===== src/rtl/avalon_mm_arbiter_pkg.sv =====
// Shared types for the two-host Avalon-MM arbiter.
package avalon_mm_arbiter_pkg;

  typedef enum logic {ARB_IDLE = 1'b0, ARB_BUSY = 1'b1} arb_state_t;

  typedef bit host_id_t;

  localparam host_id_t HOST_FETCH = 1'b0;
  localparam host_id_t HOST_DATA  = 1'b1;

  // A host asserting both strobes, or neither, is not asking for the bus.
  function automatic logic is_req(input logic rd, input logic wr);
    return rd ^ wr;
  endfunction

endpackage


===== src/rtl/avalon_mm_arbiter_arb_pick.sv =====
// Combinational grant selection between the fetch and data hosts.
module avalon_mm_arbiter_arb_pick
  import avalon_mm_arbiter_pkg::*;
(
  input  logic [1:0] req,
  input  logic       last,
  input  logic       round_robin,
  output logic       grant_valid,
  output logic       grant_id
);

  always_comb begin
    grant_valid = |req;
    grant_id    = HOST_FETCH;
    unique case (req)
      2'b01:   grant_id = HOST_FETCH;
      2'b10:   grant_id = HOST_DATA;
      2'b11:   grant_id = round_robin ? ~last : HOST_DATA;
      default: grant_id = HOST_FETCH;
    endcase
  end

endmodule


===== src/rtl/avalon_mm_arbiter.sv =====
// Two-host Avalon-MM arbiter: one whole transaction per grant, round-robin or
// fixed priority, optional watchdog that terminates stuck transactions.
module avalon_mm_arbiter
  import avalon_mm_arbiter_pkg::*;
#(
  parameter int ROUND_ROBIN    = 1,
  parameter int TIMEOUT_CYCLES = 0,
  parameter int TIMEOUT_W      = 16,
  parameter int ADDR_W         = 32,
  parameter int DATA_W         = 32
) (
  input  logic                  clk,
  input  logic                  rst,

  input  logic                  fetch_read,
  input  logic                  fetch_write,
  input  logic [ADDR_W-1:0]     fetch_address,
  input  logic [DATA_W/8-1:0]   fetch_byteenable,
  input  logic [DATA_W-1:0]     fetch_host_to_agent,
  output logic                  fetch_waitrequest,
  output logic                  fetch_readdatavalid,
  output logic [DATA_W-1:0]     fetch_agent_to_host,

  input  logic                  data_read,
  input  logic                  data_write,
  input  logic [ADDR_W-1:0]     data_address,
  input  logic [DATA_W/8-1:0]   data_byteenable,
  input  logic [DATA_W-1:0]     data_host_to_agent,
  output logic                  data_waitrequest,
  output logic                  data_readdatavalid,
  output logic [DATA_W-1:0]     data_agent_to_host,

  output logic                  mem_read,
  output logic                  mem_write,
  output logic [ADDR_W-1:0]     mem_address,
  output logic [DATA_W/8-1:0]   mem_byteenable,
  output logic [DATA_W-1:0]     mem_host_to_agent,
  input  logic                  mem_waitrequest,
  input  logic                  mem_readdatavalid,
  input  logic [DATA_W-1:0]     mem_agent_to_host,

  output logic                  owner,
  output logic                  busy,
  output logic                  bus_error
);

  localparam bit WDOG_EN = (TIMEOUT_CYCLES > 0);
  localparam logic [TIMEOUT_W-1:0] WDOG_LAST =
    TIMEOUT_W'((TIMEOUT_CYCLES > 0) ? TIMEOUT_CYCLES - 1 : 0);

  arb_state_t           state, state_nxt;
  host_id_t             owner_q, owner_nxt;
  host_id_t             last_q, last_nxt;
  logic [TIMEOUT_W-1:0] wdog, wdog_nxt;
  logic                 bus_error_q, bus_error_nxt;

  logic [1:0] req;
  logic       grant_valid, grant_id;
  logic       in_busy, sel_data;
  logic       own_read, own_write, own_req;
  logic       done, wdog_hit, expire;
  logic       rsp_wait, rsp_rdv;
  logic [DATA_W-1:0] rsp_data;

  assign req[0] = is_req(fetch_read, fetch_write);
  assign req[1] = is_req(data_read, data_write);

  avalon_mm_arbiter_arb_pick u_pick (
    .req         (req),
    .last        (last_q),
    .round_robin (ROUND_ROBIN != 0),
    .grant_valid (grant_valid),
    .grant_id    (grant_id)
  );

  assign in_busy   = (state == ARB_BUSY);
  assign sel_data  = in_busy && (owner_q == HOST_DATA);
  assign own_read  = (owner_q == HOST_DATA) ? data_read  : fetch_read;
  assign own_write = (owner_q == HOST_DATA) ? data_write : fetch_write;
  assign own_req   = req[owner_q];

  assign done = in_busy && own_req &&
                ((own_read && mem_readdatavalid && !mem_waitrequest) ||
                 (own_write && !mem_waitrequest));

  // wdog_hit depends only on registered state, so the waitrequest override
  // below never creates a path from a host's strobes to its own waitrequest.
  assign wdog_hit = WDOG_EN && in_busy && (wdog == WDOG_LAST);
  assign expire   = wdog_hit && !done;

  // Downstream forwarding; address/data fall back to host 0 when idle.
  assign mem_read          = in_busy && own_req && own_read  && !expire;
  assign mem_write         = in_busy && own_req && own_write && !expire;
  assign mem_address       = sel_data ? data_address       : fetch_address;
  assign mem_byteenable    = sel_data ? data_byteenable    : fetch_byteenable;
  assign mem_host_to_agent = sel_data ? data_host_to_agent : fetch_host_to_agent;

  // A completion implies waitrequest=0 already, so zeroing it on wdog_hit
  // leaves a completing transaction's response untouched.
  assign rsp_wait = wdog_hit ? 1'b0 : mem_waitrequest;
  assign rsp_rdv  = expire   ? 1'b1 : mem_readdatavalid;
  assign rsp_data = expire   ? '0   : mem_agent_to_host;

  always_comb begin
    fetch_waitrequest   = 1'b1;
    fetch_readdatavalid = 1'b0;
    fetch_agent_to_host = '0;
    data_waitrequest    = 1'b1;
    data_readdatavalid  = 1'b0;
    data_agent_to_host  = '0;
    if (in_busy) begin
      if (owner_q == HOST_DATA) begin
        data_waitrequest    = rsp_wait;
        data_readdatavalid  = rsp_rdv;
        data_agent_to_host  = rsp_data;
      end else begin
        fetch_waitrequest   = rsp_wait;
        fetch_readdatavalid = rsp_rdv;
        fetch_agent_to_host = rsp_data;
      end
    end
  end

  always_comb begin
    state_nxt     = state;
    owner_nxt     = owner_q;
    last_nxt      = last_q;
    wdog_nxt      = wdog;
    bus_error_nxt = bus_error_q;
    unique case (state)
      ARB_IDLE: begin
        wdog_nxt = '0;
        if (grant_valid) begin
          state_nxt = ARB_BUSY;
          owner_nxt = grant_id;
        end
      end
      ARB_BUSY: begin
        if (done) begin
          state_nxt = ARB_IDLE;
          last_nxt  = owner_q;
          wdog_nxt  = '0;
        end else if (expire) begin
          state_nxt     = ARB_IDLE;
          last_nxt      = owner_q;
          wdog_nxt      = '0;
          bus_error_nxt = 1'b1;
        end else if (!own_req) begin
          state_nxt = ARB_IDLE;
          wdog_nxt  = '0;
        end else begin
          wdog_nxt = WDOG_EN ? wdog + TIMEOUT_W'(1) : '0;
        end
      end
      default: state_nxt = ARB_IDLE;
    endcase
  end

  // last resets to host 1 so host 0 wins the first tie.
  always_ff @(posedge clk or negedge rst) begin
    if (!rst) begin
      state       <= ARB_IDLE;
      owner_q     <= HOST_FETCH;
      last_q      <= HOST_DATA;
      wdog        <= '0;
      bus_error_q <= 1'b0;
    end else begin
      state       <= state_nxt;
      owner_q     <= owner_nxt;
      last_q      <= last_nxt;
      wdog        <= wdog_nxt;
      bus_error_q <= bus_error_nxt;
    end
  end

  assign owner     = owner_q;
  assign busy      = in_busy;
  assign bus_error = bus_error_q;

endmodule


===== config.mk =====
export PLATFORM = sky130hd
export DESIGN_NAME = avalon_mm_arbiter
export DESIGN_NICKNAME = d
export VERILOG_FILES = /design/src/rtl/avalon_mm_arbiter_pkg.sv /design/src/rtl/avalon_mm_arbiter_arb_pick.sv /design/src/rtl/avalon_mm_arbiter.sv
export SDC_FILE = /design/constraint.sdc
export NUM_CORES = 1
export LEC_CHECK = 0
export ABC_AREA = 1
export CORE_AREA = 5 5 121 123
export DETAILED_ROUTE_END_ITERATION = 6
export DIE_AREA = 0 0 126 128
export SYNTH_ARGS = -nofsm -noshare
export SYNTH_HDL_FRONTEND = slang
export SYNTH_SLANG_ARGS = --single-unit

===== constraint.sdc =====
create_clock -name clk -period 1.7 [get_ports clk]
set_input_delay 0.51 -clock clk [delete_from_list [all_inputs] [get_ports clk]]
set_output_delay 0.51 -clock clk [all_outputs]
set_load 0.02 [all_outputs]

# After elaboration in Yosys (flattened, before gate mapping)
# Cells that the tools add are included.
[totals]
regBits = 3
input_bits = 176
output_inout_bits = 141
elab_cells = 47
[classes]
magnitude_cmp = 1
eq_ne = 2
mux = 24
n_bitwise = 4
reduce_logical = 13
[op_table]
columns = ["op", "n"]
rows = [
  ["32-bit two-way mux", 6],
  ["1-bit two-way mux", 15],
  ["1-bit logical AND", 8],
  ["2-bit == test, second input constant", 2],
  ["4-bit two-way mux", 1],
  ["1-bit case mux with 2 select lines", 2],
  ["2-bit AND reduction", 2],
  ["1-bit by 2-bit < comparator with 1-bit output, second input constant", 1],
  ["1-bit inverter", 2],
  ["2-bit OR reduction", 1],
  ["1-bit XOR", 2],
  ["1-bit zero test", 1],
  ["1-bit logical OR", 1],
]

# Depth between registers and ports, before layout
[logic_depth]
ltp_word = 7
mapped_depth = 9
depth_no_buf = 8

# Modules after synthesis
# Synthesis repeated with hierarchy kept, for this count alone.
[hier_totals]
cells_unflattened = 376
area_unflattened_um2 = 1546.5
[modules_own_cells]
columns = ["module", "n_inst", "cells_each", "area_each_um2", "seq_area_each_um2"]
rows = [
  ["avalon_mm_arbiter", 1, 372, 1527.7, 76.3],
  ["avalon_mm_arbiter_arb_pick", 1, 4, 18.8, 0.0],
]

# Worst setup path before layout
# OpenSTA, ideal clock, no wires.
[synth_timing]
path_type = "reg-to-output"
start = "register owner_q, in the netlist owner"
end = "output mem_write"
arrival_ns = 1.260
required_time_ns = 1.190
slack_ns = -0.070
stages_incl_launch_ff = 7
path_buffers = 1
path_cell_list = "dfrtp_1 -> buf_6 -> nor2_2 -> nand3_1 -> nand2_2 -> inv_2 -> nor2_1"
[synth_between]
elab_chain_cells = 4
word_cells_on_any_way = 5
cone_classes = "mux: 3; reduce/logical: 2"
[synth_lines]
columns = ["element", "line_no", "rtl"]
rows = [
  ["from (decl)", "avalon_mm_arbiter.sv:52", "host_id_t owner_q, owner_nxt;"],
  ["from (signal assigned)", "avalon_mm_arbiter.sv:169", "owner_q <= owner_nxt;"],
  ["1-bit two-way mux (not written as such) (2 in series)", "avalon_mm_arbiter.sv:80", "assign own_req = req[owner_q];"],
  ["1-bit logical AND", "avalon_mm_arbiter.sv:93", "assign mem_write = in_busy && own_req && own_write && !expire;"],
  ["1-bit logical AND *", "avalon_mm_arbiter.sv:93", ""],
  ["to (decl)", "avalon_mm_arbiter.sv:34", "output logic mem_write,"],
]
# Every way passes the cells marked *; elsewhere a longest branch is shown, timed or not. The select of a mux whose other input is x is not followed.

# Final worst setup path
[layout_timing]
start = "register owner_q, in the netlist owner"
end = "output mem_address[10]"
[layout_between]
elab_chain_cells = 2
[layout_lines]
columns = ["element", "line_no", "rtl"]
rows = [
  ["1-bit logical AND", "avalon_mm_arbiter.sv:77", "assign sel_data = in_busy && (owner_q == HOST_DATA);"],
  ["32-bit two-way mux", "avalon_mm_arbiter.sv:94", "assign mem_address = sel_data ? data_address : fetch_address;"],
  ["to (decl)", "avalon_mm_arbiter.sv:35", "output logic [ADDR_W-1:0] mem_address,"],
]
# No other way between the ends.

==> flow_summary.yaml <==
status:
  outcome: "finished, violations left"
  failing_checks: "setup timing"
routing:
  dr_wl_met2_mm: 7.77
  dr.pass1.iters: 4
  drt_iter0_drc: 108
  antenna_left: 0
  detail_route.wl_per_cell_um: 15.7
  avgViaCountPerCell: 3.84
  final_routed_drc_violation_total: 0
  met3_length_um: 757
  wl_met1_mm: 5.52
  dr.max_layer_used: "met4"
  routed_wl_mm: 14.2
  dr_total_vias: 3471
yosys:
  post_syn_instances: 375
  synth-warning-count: 0
  ys_seq_area_share_pct: 4.66
  syn-num-nets: 551
  yosys-top-cells-area: "sky130_fd_sc_hd__nand2_1, sky130_fd_sc_hd__nor2_1, sky130_fd_sc_hd__buf_6, sky130_fd_sc_hd__inv_1, sky130_fd_sc_hd__dfrtp_1"
  mappedNetlistArea_mm2: 0.00164
  synthDominantCellAreaShare_pct: 51.3
  synth.avg_cell_area_um2: 4.37
  synth.distinct_cells: 19
  netlist.top_cell.by_area: "sky130_fd_sc_hd__nand2_1"
  synth_seq_cells: 3
timing:
  min_tclk_post_route_ns: 1.95
  maxSlewViolCount: 0
  max_clock_freq_mhz: 512
  hold_viol_final: 0
  post-route-worst-setup-slack_ns: -0.254
  final.period_utilization_pct: 115
  grt_setup_unrepaired: "true"
  timing.final.setup_violations: 136
  clock_skew_ns: 0.000898
global_route:
  grt_start_max_net_pins: 28
  grt_first_pass_wirelength_mm: 18.6
  grt_pass1_vias: 3265
  grt_overflow: 0
  grt_antenna_before_repair: 0
  track_usage_pct: 14.4
floorplanning:
  num_io_pins: 317
  die_area_mm2: 0.0161
  die_w_um: 126
  start_util_pct: 12.1
  core_area_mm2: 0.0136
  placementRows: 43
  fp.dieH_um: 128
critical_path:
  rrSetupSlack_ns: 0.36
  critPathRequiredTime_ns: 1.19
  critical_path_endpoint_category: "output port"
  timing.setup.critical_path_class: "flip-flop to output port"
  path_max_fanout: 8
  worstSetupStartpointType: "flip-flop"
  timing.critical_path.arrival_ns: 1.44
clock_network:
  cts.reportedPaths.clkPinSlew_ns: 0.03
  htreeDepth: 1
  numCtsBuffers: 3
  clock_path_buffers: 2
  clk_root_buffer_cell: "sky130_fd_sc_hd__clkbuf_16"
  tritoncts_clock_tree: "built"
  insertion_delay_ns: 0.22
  clock_sink_count: 3
placed_design:
  place_worst_setup_slack_ns: -0.906
  routabilityCongestion: 0.862
  place.detailed.hpwl_mm: 9.84
  numPortBuffers: 315
  placedCellCount: 871
  area_post_placement_mm2: 0.00508
final_layout:
  utilization_pct: 48.2
  most-common-layout-cells: "sky130_fd_sc_hd__clkdlybuf4s50_1, sky130_fd_sc_hd__nand2_1, sky130_fd_sc_hd__buf_6"
  antenna-diode-count: 0
  fin_nets: 902
  finish.cell_count_without_fillers: 905
  area.growth.synth_to_final_pct: 299
  drive_above_1_share_pct: 47.6
  most_frequent_standard_cell_in_the_layout_excluding_fill_and_tap_cells: "sky130_fd_sc_hd__clkdlybuf4s50_1"
  stdcell_area_mm2: 0.00654
job:
  max-cap-violations: 0
pwr:
  static-leakage-power_nw: 3.23
  p_per_area_mw_per_mm2: 1600
  total_power_w: 0.0105
  vdd.ir_drop.worst_v: 0.000885
worst_hold_path:
  holdCritPathClass: "input pin to asynchronous set/reset pin"
state kept, by name (all words and copies together), names as in the netlist:
signal and flops:
busy 1, last_q 1, owner 1
where the power goes:
part / leakage (nW) / switching [W] / internal [W] / total (W)
clock: 0.0382 / 0.0000610 / 0.000309 / 0.000370
sequential: 0.0319 / 0.0000653 / 0.000120 / 0.000185
combinational: 3.16 / 0.00506 / 0.00487 / 0.00993
total: 3.23 / 0.00519 / 0.00530 / 0.0105
worst paths after layout:
check,from,depth (start not counted),to
max in group asynchronous,rst,1,last_q
worst max register to register,owner,8,last_q
worst min-delay path,rst,1,owner
worst min register to register,last_q,2,last_q
worst max-delay path,owner,7,mem_address[10]
min in group clk,last_q,2,last_q
layout make-up:
type                    count  area [um2]
fillers                  1327        7020
repair buffers            369        4080
multi-input cells         305        1890
well taps                 180         225
inverters                  44         183
flip-flops and latches      3        78.8
clock buffers               4        78.8
kinds of logic after synthesis:
family                 count (synthesis)  synth area share [%]
DFF                                    3                  4.66
and+or+nand+nor                      300                  69.9
AOI/OAI and AO/OA                      4                  1.68
other                                  1                 0.229
buffers and inverters                 67                  23.5
metal layers:
layer  vias to the layer above  global-route usage (%)
li1                       1777                       -
met5                         -                       0
met2                       131                    27.1
met3                         8                    2.42
met4                         0                    1.89
met1                      1555                    17.6
worst max-delay path, cell delays in order, from the launching register on:
cell and delay (ns):
sky130_fd_sc_hd__dfrtp_2 0.46, sky130_fd_sc_hd__nand2_8 0.17, sky130_fd_sc_hd__inv_12 0.06, sky130_fd_sc_hd__buf_4 0.15, sky130_fd_sc_hd__buf_8 0.13, sky130_fd_sc_hd__nand2_1 0.06, sky130_fd_sc_hd__nand2_1 0.06, sky130_fd_sc_hd__buf_6 0.13
repair_timing:
action / 4_1_cts / 5_1_grt
setup endpoints to repair: 140 / 139
buffers inserted: 15 / 3
hold buffers: 0 / 0
gates cloned: 10 / 5
pin swaps: 23 / 22
resized for setup: 895 / 175
synthesized netlist by cell type, drive strengths merged:
cell type and number:
nand2 226, buf 23, dfrtp 2, nor2 68, conb 1, inv 44, nand3 6, o21ai 3
a21oi 1, dfstp 1
stage by stage:
stage	hold slack [ns]	setup TNS [ns]
global placement	0.463	-73.27
global route	0.484	-32.22
finish	0.472	-24.02
floorplan	0.214	-3.29
CTS	0.472	-21.43
detailed placement	0.482	-73.32
No activity file was read; power rests on OpenSTA's default activity.
